==> config.mk <==
export PLATFORM = sky130hd
export DESIGN_NAME = tiny_mem_ctrl
export DESIGN_NICKNAME = d
export VERILOG_FILES = /design/src/rtl/tiny_pkg.sv /design/src/rtl/tiny_mem_bank.sv /design/src/rtl/tiny_mem_ctrl.sv
export SDC_FILE = /design/constraint.sdc
export NUM_CORES = 2
export LEC_CHECK = 0
export CAP_MARGIN = 40
export CORE_UTILIZATION = 55
export DETAILED_ROUTE_END_ITERATION = 12
export PLACE_DENSITY_LB_ADDON = 0.12
export REMOVE_ABC_BUFFERS = 1
export SETUP_SLACK_MARGIN = 0.02
export SYNTH_ARGS = -nofsm -noshare
export SYNTH_HDL_FRONTEND = slang
export SYNTH_SLANG_ARGS = --single-unit
==> constraint.sdc <==
create_clock -name clk -period 8.3 [get_ports clk]
set_clock_uncertainty 0.05 [all_clocks]
set_input_delay 1.66 -clock clk [delete_from_list [all_inputs] [get_ports clk]]
set_output_delay 1.66 -clock clk [all_outputs]
set_load 0.02 [all_outputs]
==> src/rtl/tiny_pkg.sv <==
// Shared definitions for the tiny memory controller: FSM encoding, parameter
// range limits and the bank-select width helper.
package tiny_pkg;

  localparam int MIN_BANKS       = 1;
  localparam int MAX_BANKS       = 16;
  localparam int MAX_WAIT_STATES = 15;
  localparam int CNT_W           = $clog2(MAX_WAIT_STATES + 1);

  typedef enum logic [1:0] {
    ST_IDLE = 2'd0,
    ST_WAIT = 2'd1,
    ST_DONE = 2'd2
  } state_e;

  function automatic int sel_width(input int banks);
    return (banks > 1) ? $clog2(banks) : 1;
  endfunction

endpackage

==> src/rtl/tiny_mem_bank.sv <==
// One memory bank: synchronous-write word array with a registered read port.
// The array itself is never reset; only the read register is.
module tiny_mem_bank #(
  parameter int DATA_W = 8,
  parameter int ADDR_W = 8
) (
  input  logic              clk,
  input  logic              nreset,
  input  logic              we,
  input  logic              re,
  input  logic [ADDR_W-1:0] addr,
  input  logic [DATA_W-1:0] wdata,
  output logic [DATA_W-1:0] rdata
);

  logic [DATA_W-1:0] mem_q [2**ADDR_W];
  logic [DATA_W-1:0] rdata_q;

  always_ff @(posedge clk) begin
    if (we) mem_q[addr] <= wdata;
  end

  always_ff @(posedge clk or negedge nreset) begin
    if (!nreset) rdata_q <= '0;
    else if (re) rdata_q <= mem_q[addr];
  end

  assign rdata = rdata_q;

endmodule

==> src/rtl/tiny_mem_ctrl.sv <==
// Multi-bank memory controller with programmable wait states, per-bank write
// protection and a one-access-at-a-time IDLE -> WAIT -> DONE handshake.
module tiny_mem_ctrl
  import tiny_pkg::*;
#(
  parameter int DATA_W      = 8,
  parameter int ADDR_W      = 8,
  parameter int BANKS       = 2,
  parameter int WAIT_STATES = 1,
  localparam int SEL_W      = sel_width(BANKS)
) (
  input  logic              clk,
  input  logic              nreset,
  input  logic              read,
  input  logic              write,
  input  logic [ADDR_W-1:0] addr,
  input  logic [SEL_W-1:0]  bank,
  input  logic [DATA_W-1:0] wdata,
  input  logic [BANKS-1:0]  wprot,
  output logic [DATA_W-1:0] rdata,
  output logic              ready,
  output logic              busy,
  output logic              err
);

  localparam logic [SEL_W:0] BANKS_LIM = (SEL_W + 1)'(BANKS);

  state_e            state_q, state_d;
  logic [CNT_W-1:0]  cnt_q, cnt_d;
  logic [ADDR_W-1:0] addr_q, addr_d;
  logic [SEL_W-1:0]  bank_q, bank_d;
  logic [DATA_W-1:0] wdata_q, wdata_d;
  logic              is_write_q, is_write_d;
  logic              err_q, err_d;
  logic [SEL_W-1:0]  rd_bank_q, rd_bank_d;

  logic              req, bad_bank, prot_hit, reject, accept, finish;
  logic [BANKS-1:0]  bank_we, bank_re;
  logic [DATA_W-1:0] bank_rdata [BANKS];

  // Request qualification; wprot is only looked at here, so changes during WAIT are ignored.
  always_comb begin
    bad_bank = ({1'b0, bank} >= BANKS_LIM);
    prot_hit = 1'b0;
    for (int i = 0; i < BANKS; i++) begin
      if (bank == SEL_W'(i)) prot_hit = wprot[i];
    end
    req    = read | write;
    reject = (state_q == ST_IDLE) && req &&
             ((read && write) || bad_bank || (write && prot_hit));
    accept = (state_q == ST_IDLE) && req && !reject;
    finish = (state_q == ST_WAIT) && (cnt_q == '0);
  end

  always_comb begin
    state_d    = state_q;
    cnt_d      = cnt_q;
    addr_d     = addr_q;
    bank_d     = bank_q;
    wdata_d    = wdata_q;
    is_write_d = is_write_q;
    rd_bank_d  = rd_bank_q;
    err_d      = reject;
    case (state_q)
      ST_IDLE: begin
        if (accept) begin
          state_d    = ST_WAIT;
          cnt_d      = CNT_W'(WAIT_STATES);
          addr_d     = addr;
          bank_d     = bank;
          wdata_d    = wdata;
          is_write_d = write;
        end
      end
      ST_WAIT: begin
        if (cnt_q == '0) begin
          state_d = ST_DONE;
          if (!is_write_q) rd_bank_d = bank_q;
        end else begin
          cnt_d = cnt_q - CNT_W'(1);
        end
      end
      ST_DONE: state_d = ST_IDLE;
      default: state_d = ST_IDLE;
    endcase
  end

  always_ff @(posedge clk or negedge nreset) begin
    if (!nreset) begin
      state_q    <= ST_IDLE;
      cnt_q      <= '0;
      addr_q     <= '0;
      bank_q     <= '0;
      wdata_q    <= '0;
      is_write_q <= 1'b0;
      err_q      <= 1'b0;
      rd_bank_q  <= '0;
    end else begin
      state_q    <= state_d;
      cnt_q      <= cnt_d;
      addr_q     <= addr_d;
      bank_q     <= bank_d;
      wdata_q    <= wdata_d;
      is_write_q <= is_write_d;
      err_q      <= err_d;
      rd_bank_q  <= rd_bank_d;
    end
  end

  // Bank strobes fire only on the edge that enters DONE.
  always_comb begin
    bank_we = '0;
    bank_re = '0;
    for (int i = 0; i < BANKS; i++) begin
      if (finish && (bank_q == SEL_W'(i))) begin
        bank_we[i] = is_write_q;
        bank_re[i] = !is_write_q;
      end
    end
  end

  for (genvar g = 0; g < BANKS; g++) begin : g_bank
    tiny_mem_bank #(
      .DATA_W(DATA_W),
      .ADDR_W(ADDR_W)
    ) u_bank (
      .clk   (clk),
      .nreset(nreset),
      .we    (bank_we[g]),
      .re    (bank_re[g]),
      .addr  (addr_q),
      .wdata (wdata_q),
      .rdata (bank_rdata[g])
    );
  end

  // Each bank's read register only moves on its own reads, so showing the last-read bank holds rdata.
  always_comb begin
    rdata = '0;
    for (int i = 0; i < BANKS; i++) begin
      if (rd_bank_q == SEL_W'(i)) rdata = bank_rdata[i];
    end
  end

  assign ready = (state_q == ST_DONE);
  assign busy  = (state_q != ST_IDLE);
  assign err   = err_q;

endmodule

[Word level (Yosys, flattened, before mapping)]
Memories as Yosys holds them, arrays and structs flattened. A register that Yosys moved wholly into a read port is not among the register bits.
Cells that the tools add are included.
Operators by class
  bitwise operators: 3
  mux-type cells: 16
  reduce and logical (&&, ||, !) cells: 21
  add/subtract/negate cells: 1
  equal/unequal tests: 5
Operator list (count)
  $mux 1: 9
  $logic_and 1x1->1: 8
  $mux 4: 2
  $mux 8: 1
  $pmux 4 s2: 1
  $reduce_and 3->1: 2
  $logic_not 1->1: 4
  $logic_not 4->1: 1
  $mux 2: 2
  $ne 2x2->1 const B: 2
  $pmux 2 s2: 1
  $reduce_and 2->1: 2
  $reduce_bool 2->1: 2
  $sub 4x1->4 const B: 1
  $eq 2x1->1 const B: 1
  $eq 2x2->1 const B: 1
  $logic_not 2->1: 1
  $ne 2x1->1 const B: 1
  $not 1->1: 2
  $logic_or 1x1->1: 1
  $or 1x1->1: 1
Word-level totals
  input port bits: 23
  bits in registers: 26
  output and inout port bits: 11
  memories: 2
  bits in writable memories: 4096
  word-level logic and storage cells: 56
Memory list
  g_bank[0].u_bank.mem_q: depth 256, width 8, read ports 1, clocked after memory_dff 1, wr ports 1, line tiny_mem_bank.sv:16  | logic [DATA_W-1:0] mem_q [2**ADDR_W];
  g_bank[1].u_bank.mem_q: depth 256, width 8, read ports 1, clocked after memory_dff 1, wr ports 1, line tiny_mem_bank.sv:16

[Logic depth before layout (Yosys ltp)]
  depth in word-level cells: 8
  depth in mapped cells: 14
  gate-level depth less buffers: 9

[Modules after synthesis]
From an unflattened synthesis, not the netlist that was laid out.
Second synthesis, totals
  cells, all modules: 7280
  area total of the unflattened synthesis: 160340.0 µm²
Modules (own cells, without submodules)
  tiny_mem_bank: cells each 3591, area each 79532.5 µm², times used 2, seq. area each 61699.2 µm²
  tiny_mem_ctrl: cells each 98, area each 1275.0 µm², times used 1, seq. area each 650.6 µm²

[Worst setup path before layout]
OpenSTA, ideal clock, no wires.
  path kind: register to register
  from: register wdata_q[0]
  to: memory g_bank[0].u_bank.mem_q[0][0] (data pin)
  buffers on the path: 0
  required time: 6.846 ns
  slack: 0.784 ns
  library setup time: 1.404 ns
  clock period less this slack: 7.516 ns
  cell stages (with the launch flop): 1
  arrival: 6.062 ns
  path through: dfrtp_1
RTL lines
  start, declared: line tiny_mem_ctrl.sv:32  | logic [DATA_W-1:0] wdata_q, wdata_d;
  start signal, assigned: line tiny_mem_ctrl.sv:103  | wdata_q <= wdata_d;
  end, declared: line tiny_mem_bank.sv:16
No word-level cell before the write port.

==> summary.txt <==
Routing
  • Post-route antenna net violation count: 0
  • DR WL/cell: 36.4 um
  • Routed WL: 429000 um
  • Vias per Instance: 6.71
  • Residual DRC count: 0
  • Drt pass-1 iters: 6
  • Via count: 79000
  • Iteration-0 DRC Markers: 11000

Yosys
  • Top-count cell post-synth: edfxtp_1
  • Mean Syn Cell Area: 22.0 um2
  • EDFF count, synth: 4096
  • Warnings, synthesis: 0
  • Ys flop type: edfxtp_1
  • Cells after Synth: 7288
  • Async S/R FF share, synth: 1.01%
  • Synth Register Bits: 4138
  • Top cell type's share of synthesized area: 76.8%
  • Post-Syn Area: 160000 um2
  • Synth area leader: edfxtp_1
  • Commonest cells post-synth: edfxtp_1 (4096), mux4_2 (1055), nor2_1 (586)
  • Top post-synthesis cells by area: edfxtp_1 (77%), mux4_2 (15%), mux2i_1 (1.4%), nor2_1 (1.4%), a22oi_1 (0.76%)
  • Synth cell types: 62
  • Seq/Total Area, Yosys: 77.5%

Timing
  • Setup_tns: 0 ns
  • Fin crit period: 5.06 ns
  • # setup viols final: 0
  • Final Hold Fails: 0
  • Fmax: 198 MHz
  • Worst slew margin relative to its limit: 1.30%
  • Worst-Margin Slew: 1.48 ns
  • Final worst setup slack: 3.24 ns
  • Final period utilization: 60.9%
  • Max-slew violations: 0
  • RSZ-0062 raised after global routing: no

Pwr
  • Final Power: 66700 uW
  • Leakage: 0.0555 uW
  • Worst vdd ir: 0.360 mV
  • Pwr Density: 372 nW/um2

Clock tree
  • CTS Buf Count: 413
  • Clock buffer depth: 4
  • PostCTS Resize Cnt: 0
  • H-tree depth: 5
  • CTS root buf: clkbuf_16
  • # hold bufs at CTS: 0
  • Clk pin slew, worst setup/hold paths: 0.06 ns
  • CTS sink cnt: 4138
  • Setup bufs post-CTS: 0
  • Clock Latency Late Sink: 0.96 ns
  • CTS tree: yes

Layout
  • Filler cells: 19700
  • Fin area: 179000 um2
  • Fraction of layout cells with a size suffix above 1: 25.4%
  • Nets: 7546
  • Non-filler cells, final: 11800
  • Layout area overhead: 12.0%

Critical path
  • WS Path Type: reg2reg
  • Setup slack, reg-to-reg: 3.24 ns
  • Largest fanout on the critical path: 70
  • CP startpoint: addr_q[0]
  • Worst EP arrival: 5.85 ns
  • Reg-to-Reg End: g_bank[0].u_bank.rdata[1]
  • R2r startpoint: addr_q[0]
  • Required time worst endpoint: 9.09 ns
  • Startpoint types: register
  • FF-to-FF path depth: 9
  • Setup crit end kind: register

Hold path
  • Hold EP: g_bank[0].u_bank.rdata[5]
  • Cells on Worst Hold Path: 1
  • Worst hold start: g_bank[0].u_bank.rdata[5]
  • Hold Crit Class: reg2reg

Place
  • Input/output buffers: 33
  • GP Congestion: 0.888
  • Dpl ws: 3.29 ns
  • Post-DP HPWL: 254000 um
  • Placed instance area: 166000 um2
  • Cells after DPL: 11000

Floorplanning
  • Core area: 289000 um2
  • IO Pins: 34
  • Die H: 542 um
  • Die X: 542 um
  • Rows: 197
  • Die footprint: 293000 um2
  • Initial core utilization: 55.4%

Global route
  • All-layer global routing usage: 29.5%
  • Initial antenna violation count: 19
  • Largest net degree at the start of global routing: 225
  • First-pass GRT wire length: 605000 um
  • Vias in the first global route: 78000
  • Grt ovf: 0

Status
  • Status: completed

Job
  • Max Cap Viol: 0
[through the flow]
step,util (%),hold WS (ns)
final,62.1,0.445
after floorplan,-,0.414
after global routing,62.1,0.457
after CTS,62.1,0.447
after detailed placement,57.3,0.433
after global placement,57.0,0.430
[final cells by class]
type | count | area (um2) | area share (%)
multi-input combinational | 2685 | 33800 | 18.9
timing repair buffer | 273 | 2790 | 1.55
antenna | 21 | 52.6 | 0.0293
clock inverter | 270 | 3020 | 1.69
inverter | 10 | 42.5 | 0.0237
clock buffer | 493 | 10700 | 5.94
sequential | 4138 | 124000 | 69.2
tap | 3880 | 4850 | 2.71
[flip-flops by register name (all words and copies together) (netlist names)]
register             flops
g_bank.u_bank.mem_q   4096
g_bank.u_bank.rdata     16
addr_q                   8
wdata_q                  8
cnt_q                    4
state_q                  2
bank_q                   1
err                      1
is_write_q               1
rd_bank_q                1
[worst max path at each step]
stage,end,slack [ns],cells after the start
floorplan,g_bank[0].u_bank.mem_q[251][0],-40.68,2
global placement,g_bank[0].u_bank.rdata[4],2.98,9
detailed placement,g_bank[0].u_bank.rdata[1],3.29,9
CTS,g_bank[0].u_bank.rdata[1],3.27,9
global route,g_bank[0].u_bank.rdata[1],3.20,9
finish,g_bank[0].u_bank.rdata[1],3.24,9
[routing by layer]
metal,up-vias,global-route usage [%],routed length [um]
met1,42600,43.7,170000
met3,710,5.26,41300
li1,31200,-,-
met5,-,0,13
met4,2,10.5,16400
met2,4465,44.7,201000
[critical path, cell delays in order, from the launching register on]
cell      delay, ns
dfrtp_4        0.65
buf_16         0.29
buf_12         0.38
buf_12         0.48
mux4_2         0.60
mux4_2         0.56
a22o_1         0.25
a21oi_1        0.64
o211ai_1       0.38
o32a_1         0.43
[logic make-up after synthesis]
kind of cell,count (synthesis),share of synthesized area [%]
flip-flops,4138,77.5
multiplexers,1326,16.6
AND/OR/NAND/NOR,805,2.05
AO/OA/AOI/OAI,550,2.32
buffers and inverters,465,1.55
XOR/XNOR,2,0.0109
adder cells (fa/ha/maj),2,0.0156
[cells in the final DEF, fill, tap and decap left out, types with 18 or more instances in the layout]
cell	instances
o21ai_0	90
diode_2	21
a22oi_1	162
clkinv_1	88
clkbuf_1	78
nand3_1	29
clkbuf_16	413
edfxtp_1	4096
nor2_1	578
dfrtp_1	27
a21oi_1	114
bufinv_16	51
clkdlybuf4s50_1	32
buf_4	181
clkinvlp_4	18
nand2_1	95
mux4_2	1055
mux2_2	44
mux2i_1	227
clkinv_2	75
a22o_1	30
a221oi_1	31
buf_12	36
o22ai_1	36
[report_power, final]
| group | internal (uW) | switching [uW] | leakage [uW] |
|---|---|---|---|
| registers | 26300 | 568 | 0.0374 |
| clock network | 10800 | 8040 | 0.00664 |
| logic | 7040 | 14000 | 0.0116 |
No activity file was read; power rests on OpenSTA's default activity.
